<file path="src/rtl/mult_pkg.sv">
// Shared definitions for the sequential Booth multiplier.
//   state_e      : controller FSM states (IDLE, RUN, DONE)
//   booth_op_e   : datapath operation selected each RUN step (NOP, ADD, SUB)
//   booth_decode : maps the Booth pair {Q[0], q_1} to an operation
//   DEFAULT_WIDTH: default operand width
package mult_pkg;

  localparam int DEFAULT_WIDTH = 8;

  typedef enum logic [1:0] {
    IDLE = 2'd0,
    RUN  = 2'd1,
    DONE = 2'd2
  } state_e;

  typedef enum logic [1:0] {
    OP_NOP = 2'd0,
    OP_ADD = 2'd1,
    OP_SUB = 2'd2
  } booth_op_e;

  // Radix-2 Booth recoding: 01 -> +M, 10 -> -M, 00/11 -> nothing.
  function automatic booth_op_e booth_decode(input logic q0, input logic q_1);
    case ({q0, q_1})
      2'b01:   return OP_ADD;
      2'b10:   return OP_SUB;
      default: return OP_NOP;
    endcase
  endfunction

endpackage

</file>
<file path="src/rtl/booth_addsub.sv">
// (WIDTH+1)-bit ripple-carry adder/subtractor.
//   x   : in  [WIDTH:0]  first operand
//   y   : in  [WIDTH:0]  second operand
//   sub : in  1          0 -> s = x + y, 1 -> s = x - y
//   s   : out [WIDTH:0]  result, wraps modulo 2^(WIDTH+1)
// Subtraction is x + ~y + 1: y is inverted by sub and sub is the carry-in.
module booth_addsub #(
  parameter int WIDTH = 8
) (
  input  logic [WIDTH:0] x,
  input  logic [WIDTH:0] y,
  input  logic           sub,
  output logic [WIDTH:0] s
);

  logic [WIDTH:0] y_eff;
  logic [WIDTH:0] carry;

  assign y_eff    = y ^ {(WIDTH + 1){sub}};
  assign carry[0] = sub;

  for (genvar i = 0; i <= WIDTH; i++) begin : g_fa
    assign s[i] = x[i] ^ y_eff[i] ^ carry[i];
    // The carry out of the top bit is dropped: results wrap.
    if (i < WIDTH) begin : g_carry
      assign carry[i + 1] = (x[i] & y_eff[i]) | (x[i] & carry[i]) | (y_eff[i] & carry[i]);
    end
  end

endmodule

</file>
<file path="src/rtl/booth_mult_seq.sv">
// Iterative radix-2 Booth signed multiplier. One shared (WIDTH+1)-bit
// add/subtract datapath is stepped WIDTH times to build the 2*WIDTH-bit
// two's-complement product.
//   clk       : in  1          rising-edge clock
//   rst       : in  1          synchronous reset, active-high
//   in_valid  : in  1          operand pair valid
//   in_ready  : out 1          block can accept operands (IDLE, not in reset)
//   a         : in  WIDTH      multiplicand, signed
//   b         : in  WIDTH      multiplier, signed
//   out_valid : out 1          product valid (DONE)
//   out_ready : in  1          consumer accepts product
//   product   : out 2*WIDTH    signed product a*b, held stable in DONE
//   state_o   : out state_e    current FSM state, for observation
//   zero, neg : out 1          product == 0 / product sign; only with
//                              BOOTH_MULT_FLAGS_EN defined
// Handshakes: a transfer happens on a rising edge where valid and ready are
// both high; ready/valid driven by this block depend on the state register
// only (plus rst forcing in_ready low), never on the partner's signal.
module booth_mult_seq
  import mult_pkg::*;
#(
  parameter int WIDTH = DEFAULT_WIDTH
) (
  input  logic                 clk,
  input  logic                 rst,
  input  logic                 in_valid,
  output logic                 in_ready,
  input  logic [WIDTH-1:0]     a,
  input  logic [WIDTH-1:0]     b,
  output logic                 out_valid,
  input  logic                 out_ready,
  output logic [2*WIDTH-1:0]   product,
  output state_e               state_o
`ifdef BOOTH_MULT_FLAGS_EN
  ,
  output logic                 zero,
  output logic                 neg
`endif
);

  localparam int CNT_W = (WIDTH > 1) ? $clog2(WIDTH) : 1;
  localparam logic [CNT_W-1:0] LAST_CNT = CNT_W'(WIDTH - 1);

  state_e               state_q, state_d;
  logic [WIDTH:0]       a_q, a_d;       // accumulator (upper product half)
  logic [WIDTH:0]       m_q, m_d;       // sign-extended multiplicand
  logic [WIDTH-1:0]     q_q, q_d;       // multiplier, shifts into lower half
  logic                 q1_q, q1_d;     // Booth look-behind bit
  logic [CNT_W-1:0]     cnt_q, cnt_d;
  logic [2*WIDTH-1:0]   product_q, product_d;
`ifdef BOOTH_MULT_FLAGS_EN
  logic                 zero_q, zero_d;
  logic                 neg_q, neg_d;
`endif

  // One Booth step: optional add/sub of M, then arithmetic shift right of
  // {A, Q, q_1}. The extra A bit keeps -M exact for the most-negative a.
  booth_op_e        op;
  logic             do_sub;
  logic [WIDTH:0]   sum;
  logic [WIDTH:0]   a_sel;
  logic [WIDTH:0]   a_sh;
  logic [WIDTH-1:0] q_sh;
  logic             q1_sh;

  assign op     = booth_decode(q_q[0], q1_q);
  assign do_sub = (op == OP_SUB);

  booth_addsub #(.WIDTH(WIDTH)) u_addsub (
    .x   (a_q),
    .y   (m_q),
    .sub (do_sub),
    .s   (sum)
  );

  assign a_sel = (op == OP_NOP) ? a_q : sum;
  assign a_sh  = {a_sel[WIDTH], a_sel[WIDTH:1]};
  assign q_sh  = {a_sel[0], q_q[WIDTH-1:1]};
  assign q1_sh = q_q[0];

  always_comb begin
    state_d   = state_q;
    a_d       = a_q;
    m_d       = m_q;
    q_d       = q_q;
    q1_d      = q1_q;
    cnt_d     = cnt_q;
    product_d = product_q;
`ifdef BOOTH_MULT_FLAGS_EN
    zero_d    = zero_q;
    neg_d     = neg_q;
`endif
    case (state_q)
      IDLE: begin
        if (in_valid) begin
          m_d     = {a[WIDTH-1], a};
          a_d     = '0;
          q_d     = b;
          q1_d    = 1'b0;
          cnt_d   = '0;
          state_d = RUN;
        end
      end
      RUN: begin
        a_d   = a_sh;
        q_d   = q_sh;
        q1_d  = q1_sh;
        cnt_d = cnt_q + 1'b1;
        if (cnt_q == LAST_CNT) begin
          // Low 2*WIDTH bits of {A, Q} after the last shift hold the product.
          product_d = {a_sh[WIDTH-1:0], q_sh};
`ifdef BOOTH_MULT_FLAGS_EN
          zero_d    = ({a_sh[WIDTH-1:0], q_sh} == '0);
          neg_d     = a_sh[WIDTH-1];
`endif
          state_d   = DONE;
        end
      end
      DONE: begin
        if (out_ready) state_d = IDLE;
      end
      default: state_d = IDLE;
    endcase
  end

  always_ff @(posedge clk) begin
    if (rst) begin
      state_q   <= IDLE;
      a_q       <= '0;
      m_q       <= '0;
      q_q       <= '0;
      q1_q      <= 1'b0;
      cnt_q     <= '0;
      product_q <= '0;
`ifdef BOOTH_MULT_FLAGS_EN
      zero_q    <= 1'b0;
      neg_q     <= 1'b0;
`endif
    end else begin
      state_q   <= state_d;
      a_q       <= a_d;
      m_q       <= m_d;
      q_q       <= q_d;
      q1_q      <= q1_d;
      cnt_q     <= cnt_d;
      product_q <= product_d;
`ifdef BOOTH_MULT_FLAGS_EN
      zero_q    <= zero_d;
      neg_q     <= neg_d;
`endif
    end
  end

  assign in_ready  = (state_q == IDLE) && !rst;
  assign out_valid = (state_q == DONE);
  assign product   = product_q;
  assign state_o   = state_q;
`ifdef BOOTH_MULT_FLAGS_EN
  assign zero      = zero_q;
  assign neg       = neg_q;
`endif

endmodule

</file>
<file path="config.mk">
export PLATFORM = sky130hd
export DESIGN_NAME = booth_mult_seq
export DESIGN_NICKNAME = d
export VERILOG_FILES = /design/src/rtl/mult_pkg.sv /design/src/rtl/booth_addsub.sv /design/src/rtl/booth_mult_seq.sv
export SDC_FILE = /design/constraint.sdc
export NUM_CORES = 1
export LEC_CHECK = 0
export CORE_MARGIN = 5
export CORE_UTILIZATION = 47
export DETAILED_ROUTE_END_ITERATION = 10
export GPL_ROUTABILITY_DRIVEN = 0
export GPL_TIMING_DRIVEN = 0
export PLACE_DENSITY = 0.76
export SLEW_MARGIN = 20
export SYNTH_ARGS = -nofsm -noshare
export SYNTH_HDL_FRONTEND = slang
export SYNTH_SLANG_ARGS = --single-unit
</file>
<file path="constraint.sdc">
create_clock -name clk -period 4.18 [get_ports clk]
set_clock_uncertainty 0.1 [all_clocks]
set_input_delay 1.045 -clock clk [delete_from_list [all_inputs] [get_ports clk]]
set_output_delay 1.045 -clock clk [all_outputs]
set_load 0.05 [all_outputs]
</file>
; After elaboration in Yosys (flattened, before gate mapping)
; Index checks and enable logic that the tools add are counted.
[word_totals]
out_inout_bits = 20
word_cells = 99
regBits = 47
input_bits = 20
[classes]
n_eq_ne = 9
muxes = 14
n_bitwise = 59
addsub = 1
reduce_logical = 9
[op_table]
columns = op, n
row1 = bitwise AND 1 bit, 24
row2 = two-way mux 9 bit, 2
row3 = one-hot mux 9 bit (2 select lines), 1
row4 = XOR 1 bit, 18
row5 = bitwise OR 1 bit, 16
row6 = one-hot mux 8 bit (2 select lines), 1
row7 = XOR 9 bit, 1
row8 = two-way mux 8 bit, 1
row9 = == test 2 bit (second input constant), 3
row10 = two-way mux 2 bit, 3
row11 = one-hot mux 2 bit (3 select lines), 1
row12 = one-hot mux 3 bit (2 select lines), 1
row13 = AND reduction 2 bit, 3
row14 = == test 2 x 1 -> 1 bit (second input constant), 2
row15 = logical NOT 2 bit, 2
row16 = inequality test 2 bit (second input constant), 2
row17 = one-hot mux 2 bit (2 select lines), 1
row18 = adder 3 x 1 -> 3 bit (second input constant), 1
row19 = == test 3 bit (second input constant), 1
row20 = two-way mux 3 bit, 1
row21 = AND reduction 3 bit, 1
row22 = inequality test 2 x 1 -> 1 bit (second input constant), 1
row23 = one-hot mux 1 bit (2 select lines), 1
row24 = nonzero test 2 bit, 1
row25 = 3 further kinds, 3

; Longest topological paths before layout
[depth]
depth_word = 31
ltp_mapped = 15
mapped_depth_nobuf = 14

; Modules after synthesis
; A second synthesis with hierarchy kept.
[unflattened]
hier_cells = 257
area_unflattened_um2 = 2210.9
[by_module_without_submodules]
columns = module, cells_each, area_each_um2, instances
row1 = booth_mult_seq, 224, 1895.6, 1
row2 = booth_addsub, 33, 315.3, 1

; Worst setup path after synthesis
; Ideal clock, no wire load.
[synth_timing]
path_type = register -> register
from = reg q1_q
to = reg product_q[14], in the netlist product[14]
slack_ns = 0.059
path_stages_with_launch = 16
period_less_slack_ns = 4.121
setup_time_ns = 0.070
n_path_buf = 1
arrival_time_ns = 3.951
path_cell_list = dfxtp_1 inv_1 ha_1 buf_2 mux2_2 fa_1 fa_1 fa_1 fa_1 fa_1 fa_1 inv_1 fa_1 nand2b_1 nand3_1 a21oi_1
[synth_between]
elab_chain_len = 27
elab_cells_between_ends = 44
[synth_rtl]
columns = item, line
row1 = "start, declared", booth_mult_seq.sv:48  ; logic q1_q, q1_d;
row2 = "start signal, assigned", booth_mult_seq.sv:144  ; q1_q <= q1_d;
row3 = == test 2 bit or == test 2 x 1 -> 1 bit (tied branches), mult_pkg.sv:24  ; case ({q0, q_1})
row4 = one-hot mux 2 bit (2 select lines) *, mult_pkg.sv:24
row5 = == test 2 bit, booth_mult_seq.sv:67  ; assign do_sub = (op == OP_SUB);
row6 = XOR 9 bit, booth_addsub.sv:19  ; assign y_eff = y ^ {(WIDTH + 1){sub}};
row7 = bitwise AND 1 bit, booth_addsub.sv:26  ; assign carry[i + 1] = (x[i] & y_eff[i]) | (x[i] & carry[i]) | (y_eff[i] & carry[i]);
row8 = bitwise OR 1 bit (2 in series), booth_addsub.sv:26
row9 = bitwise AND 1 bit, booth_addsub.sv:26
row10 = bitwise OR 1 bit (2 in series), booth_addsub.sv:26
row11 = [... 6 more ...], --
row12 = bitwise AND 1 bit, booth_addsub.sv:26
row13 = bitwise OR 1 bit (2 in series), booth_addsub.sv:26
row14 = bitwise AND 1 bit, booth_addsub.sv:26
row15 = bitwise OR 1 bit (2 in series), booth_addsub.sv:26
row16 = bitwise AND 1 bit, booth_addsub.sv:26
row17 = bitwise OR 1 bit (2 in series), booth_addsub.sv:26
row18 = XOR 1 bit, booth_addsub.sv:23  ; assign s[i] = x[i] ^ y_eff[i] ^ carry[i];
row19 = two-way mux 9 bit *, booth_mult_seq.sv:76  ; assign a_sel = (op == OP_NOP) ? a_q : sum;
row20 = "end signal, assigned", booth_mult_seq.sv:146  ; product_q <= product_d;
row21 = "end, declared", booth_mult_seq.sv:50  ; logic [2*WIDTH-1:0] product_q, product_d;
; Every way passes the cells marked *; elsewhere a longest branch is shown, timed or not.
; A chain may end at the register's enable or synchronous reset.

; Worst setup path in the final report
; Ends and elaborated chain as after synthesis.

==> results.yml <==
yosys:
  synth_nets: 268
  yosys_warnings: 0
  yosysUniqueCellTypes: 36
  ys_seq_area_share_pct: 42.18
  ys_ff_latch: 46
  synth_area_sq_mm: 0.002183
  async_flop_share_pct: 0
  synthCells: 237
  synthFlopType: "dfxtp_1"
  synth_edf_count: 0
  syn_avg_cell_area_sq_um: 9.212
place:
  place.port_buffers: 39
  dp_hpwl_um: 3362
  placed_cells: 328
  pre_cts_ws_ps: -124.0
drt:
  vias: 1757
  ant_nets: 0
  via_per_inst: 5.229
  drt_iter0_drc: 77
  dr.pass1.iters: 4
  routed_wire_length_per_instance_um: 13.74
  postRouteWirelength_um: 4615
  drc_errors: 0
cts:
  h-tree-depth: 2
  cts_setup_buffers: 0
  cts.sinks: 46
  cts_tree: "yes"
  clkTransAtPathRegs_ps: 80
  cts_buffer_depth: 2
  holdBufCountCts: 0
  cts-buffers-inserted: 5
  clockRootBuffer: "clkbuf_8"
  insertion_delay_ps: 300
grt:
  overflow: 0
  antenna_found_initial: 0
  grt_pass1_vias: 1662
  grt_pass1_wl_um: 7893
  track_usage_pct: 16.06
  grt_max_degree: 14
sta:
  worst_pin_slew_ps: 576.4
  period_minus_slack_ps: 4008
  max_freq_mhz: 249.5
  fin_crit_sh_pct: 95.88
  maxSlewHeadroom_pct: 61.58
  finalSetupTns_ps: 0
  hold_viol_final: 0
  setup_ws_ps: 172.3
  setup_viol_count_final: 0
  maxSlewViolCount: 0
floorplanning:
  die_w_um: 78.16
  die_area_sq_mm: 0.006108
  coreArea_sq_mm: 0.004444
  num_rows: 24
  io_pins: 40
  initial_core_util_pct: 49.13
  die_h_um: 78.16
critical_path:
  end_kind: "flip-flop"
  worstPathMaxFanout: 8
  arrival_ps: 4140
  setup.worst_path.start_class: "flip-flop"
  path_class: "flip-flop to flip-flop"
  required_ps: 4310
layout:
  drive_gt1_share_pct: 12.68
  final_cell_mix: "dfxtp_1, nand2_1, clkdlybuf4s50_1"
  final_common_cell: "dfxtp_1"
  stdcell_count: 336
  nFillCells: 399
  diodes: 0
  nNetsFinal: 314
  area_growth_pct: 26.65
  multiInputGateArea_sq_mm: 0.001147
  regArea_sq_um: 922.1
  finish.utilization_pct: 62.22
pwr:
  p_leak_nw: 1.049
  finalPower_w: 0.0008987
  powerDensity_mw_per_mm2: 325.0
  vdd_drop_max_v: 0.0001462
min_path:
  min-delay-path-class: "flip-flop to flip-flop"
job:
  cap_violations: 0
run_status:
  status: "completed"
[flip-flops by register name, summed over array words and instances, names as in the netlist]
signal   flops
cnt_q        3
q_q          8
m_q          8
q1_q         1
state_o      2
a_q          8
product     16
[power by group]
group / internal, W / switching, W / total [W]
Combinational: 0.0000698 / 0.0000823 / 0.000152
Sequential: 0.000454 / 0.0000128 / 0.000467
Clock: 0.000134 / 0.000146 / 0.000279
[cell usage after synthesis, drive strengths merged (6+ instances only)]
library cell	number	area share, %
a211oi	14	4.8
a21oi	29	6.6
buf	14	5.2
dfxtp	46	42
fa	8	7.3
mux2i	7	3.2
nand2	43	7.4
nor2	17	3.0
nor2b	9	2.6
o2bb2ai	6	2.4
xor2	7	2.8
[metal layers]
layer / part of all wire [%] / GRT usage (%) / vias up
li1: - / - / 890
met1: 47 / 20.70 / 822
met2: 47 / 26.37 / 39
met3: 4.5 / 4.348 / 6
met4: 1.3 / 4.895 / 0
met5: 0 / 0 / -
[worst max-delay path, cell delays in order (launching register included)]
cell and delay, ps:
dfxtp_2 330, inv_1 40, ha_1 180, buf_6 150
mux2_4 270, fa_2 340, fa_2 350, fa_2 350
fa_2 340, fa_2 340, fa_2 340, inv_2 70
fa_1 400, nand2b_1 120, nand3_2 90, a21oi_2 130
[area by class of cell]
class / count / share of cell area [%]
plain buffers: 18 / 4.842
multi-input cells: 169 / 41.49
flip-flops and latches: 46 / 33.35
clock inverters: 1 / 0.1810
well taps: 52 / 2.353
repair buffers: 39 / 14.12
inverters: 4 / 0.5430
clock buffers: 7 / 3.122
[what timing repair did]
item | CTS | global route
pin swaps | 0 | 1
gates resized for setup | 5 | 8
endpoints found under the setup margin | 3 | 4
[path summary, 6_finish.rpt]
check	slack (ps)	to	startpoint	cells after the start
setup reg to reg	170	product[14]$_SDFFE_PP0P_	q1_q$_SDFFE_PP0P_	15
hold reg to reg	350	product[1]$_SDFFE_PP0P_	product[1]$_SDFFE_PP0P_	2
hold / removal	350	product[1]$_SDFFE_PP0P_	product[1]$_SDFFE_PP0P_	2
setup / recovery	170	product[14]$_SDFFE_PP0P_	q1_q$_SDFFE_PP0P_	15
[cells by family after synthesis]
family                     count (synthesis)  synth area share [%]
buffers and inverters                     22                 6.532
xor gates and xnor gates                   8                 3.209
AOI/OAI and AO/OA                         56                 16.79
and+or+nand+nor                           86                 18.51
muxes                                      8                 3.725
adders and majority gates                 11                 9.054
DFF                                       46                 42.18
[through the flow]
step / cell area (sq um) / hold slack [ps]
CTS: 2740 / 358.5
detailed placement: 2639 / 346.9
finish: 2765 / 354.8
global route: 2765 / 378.2
floorplan: 2183 / 345.4
global placement: 2639 / 341.7
No activity file was read; power rests on OpenSTA's default activity.
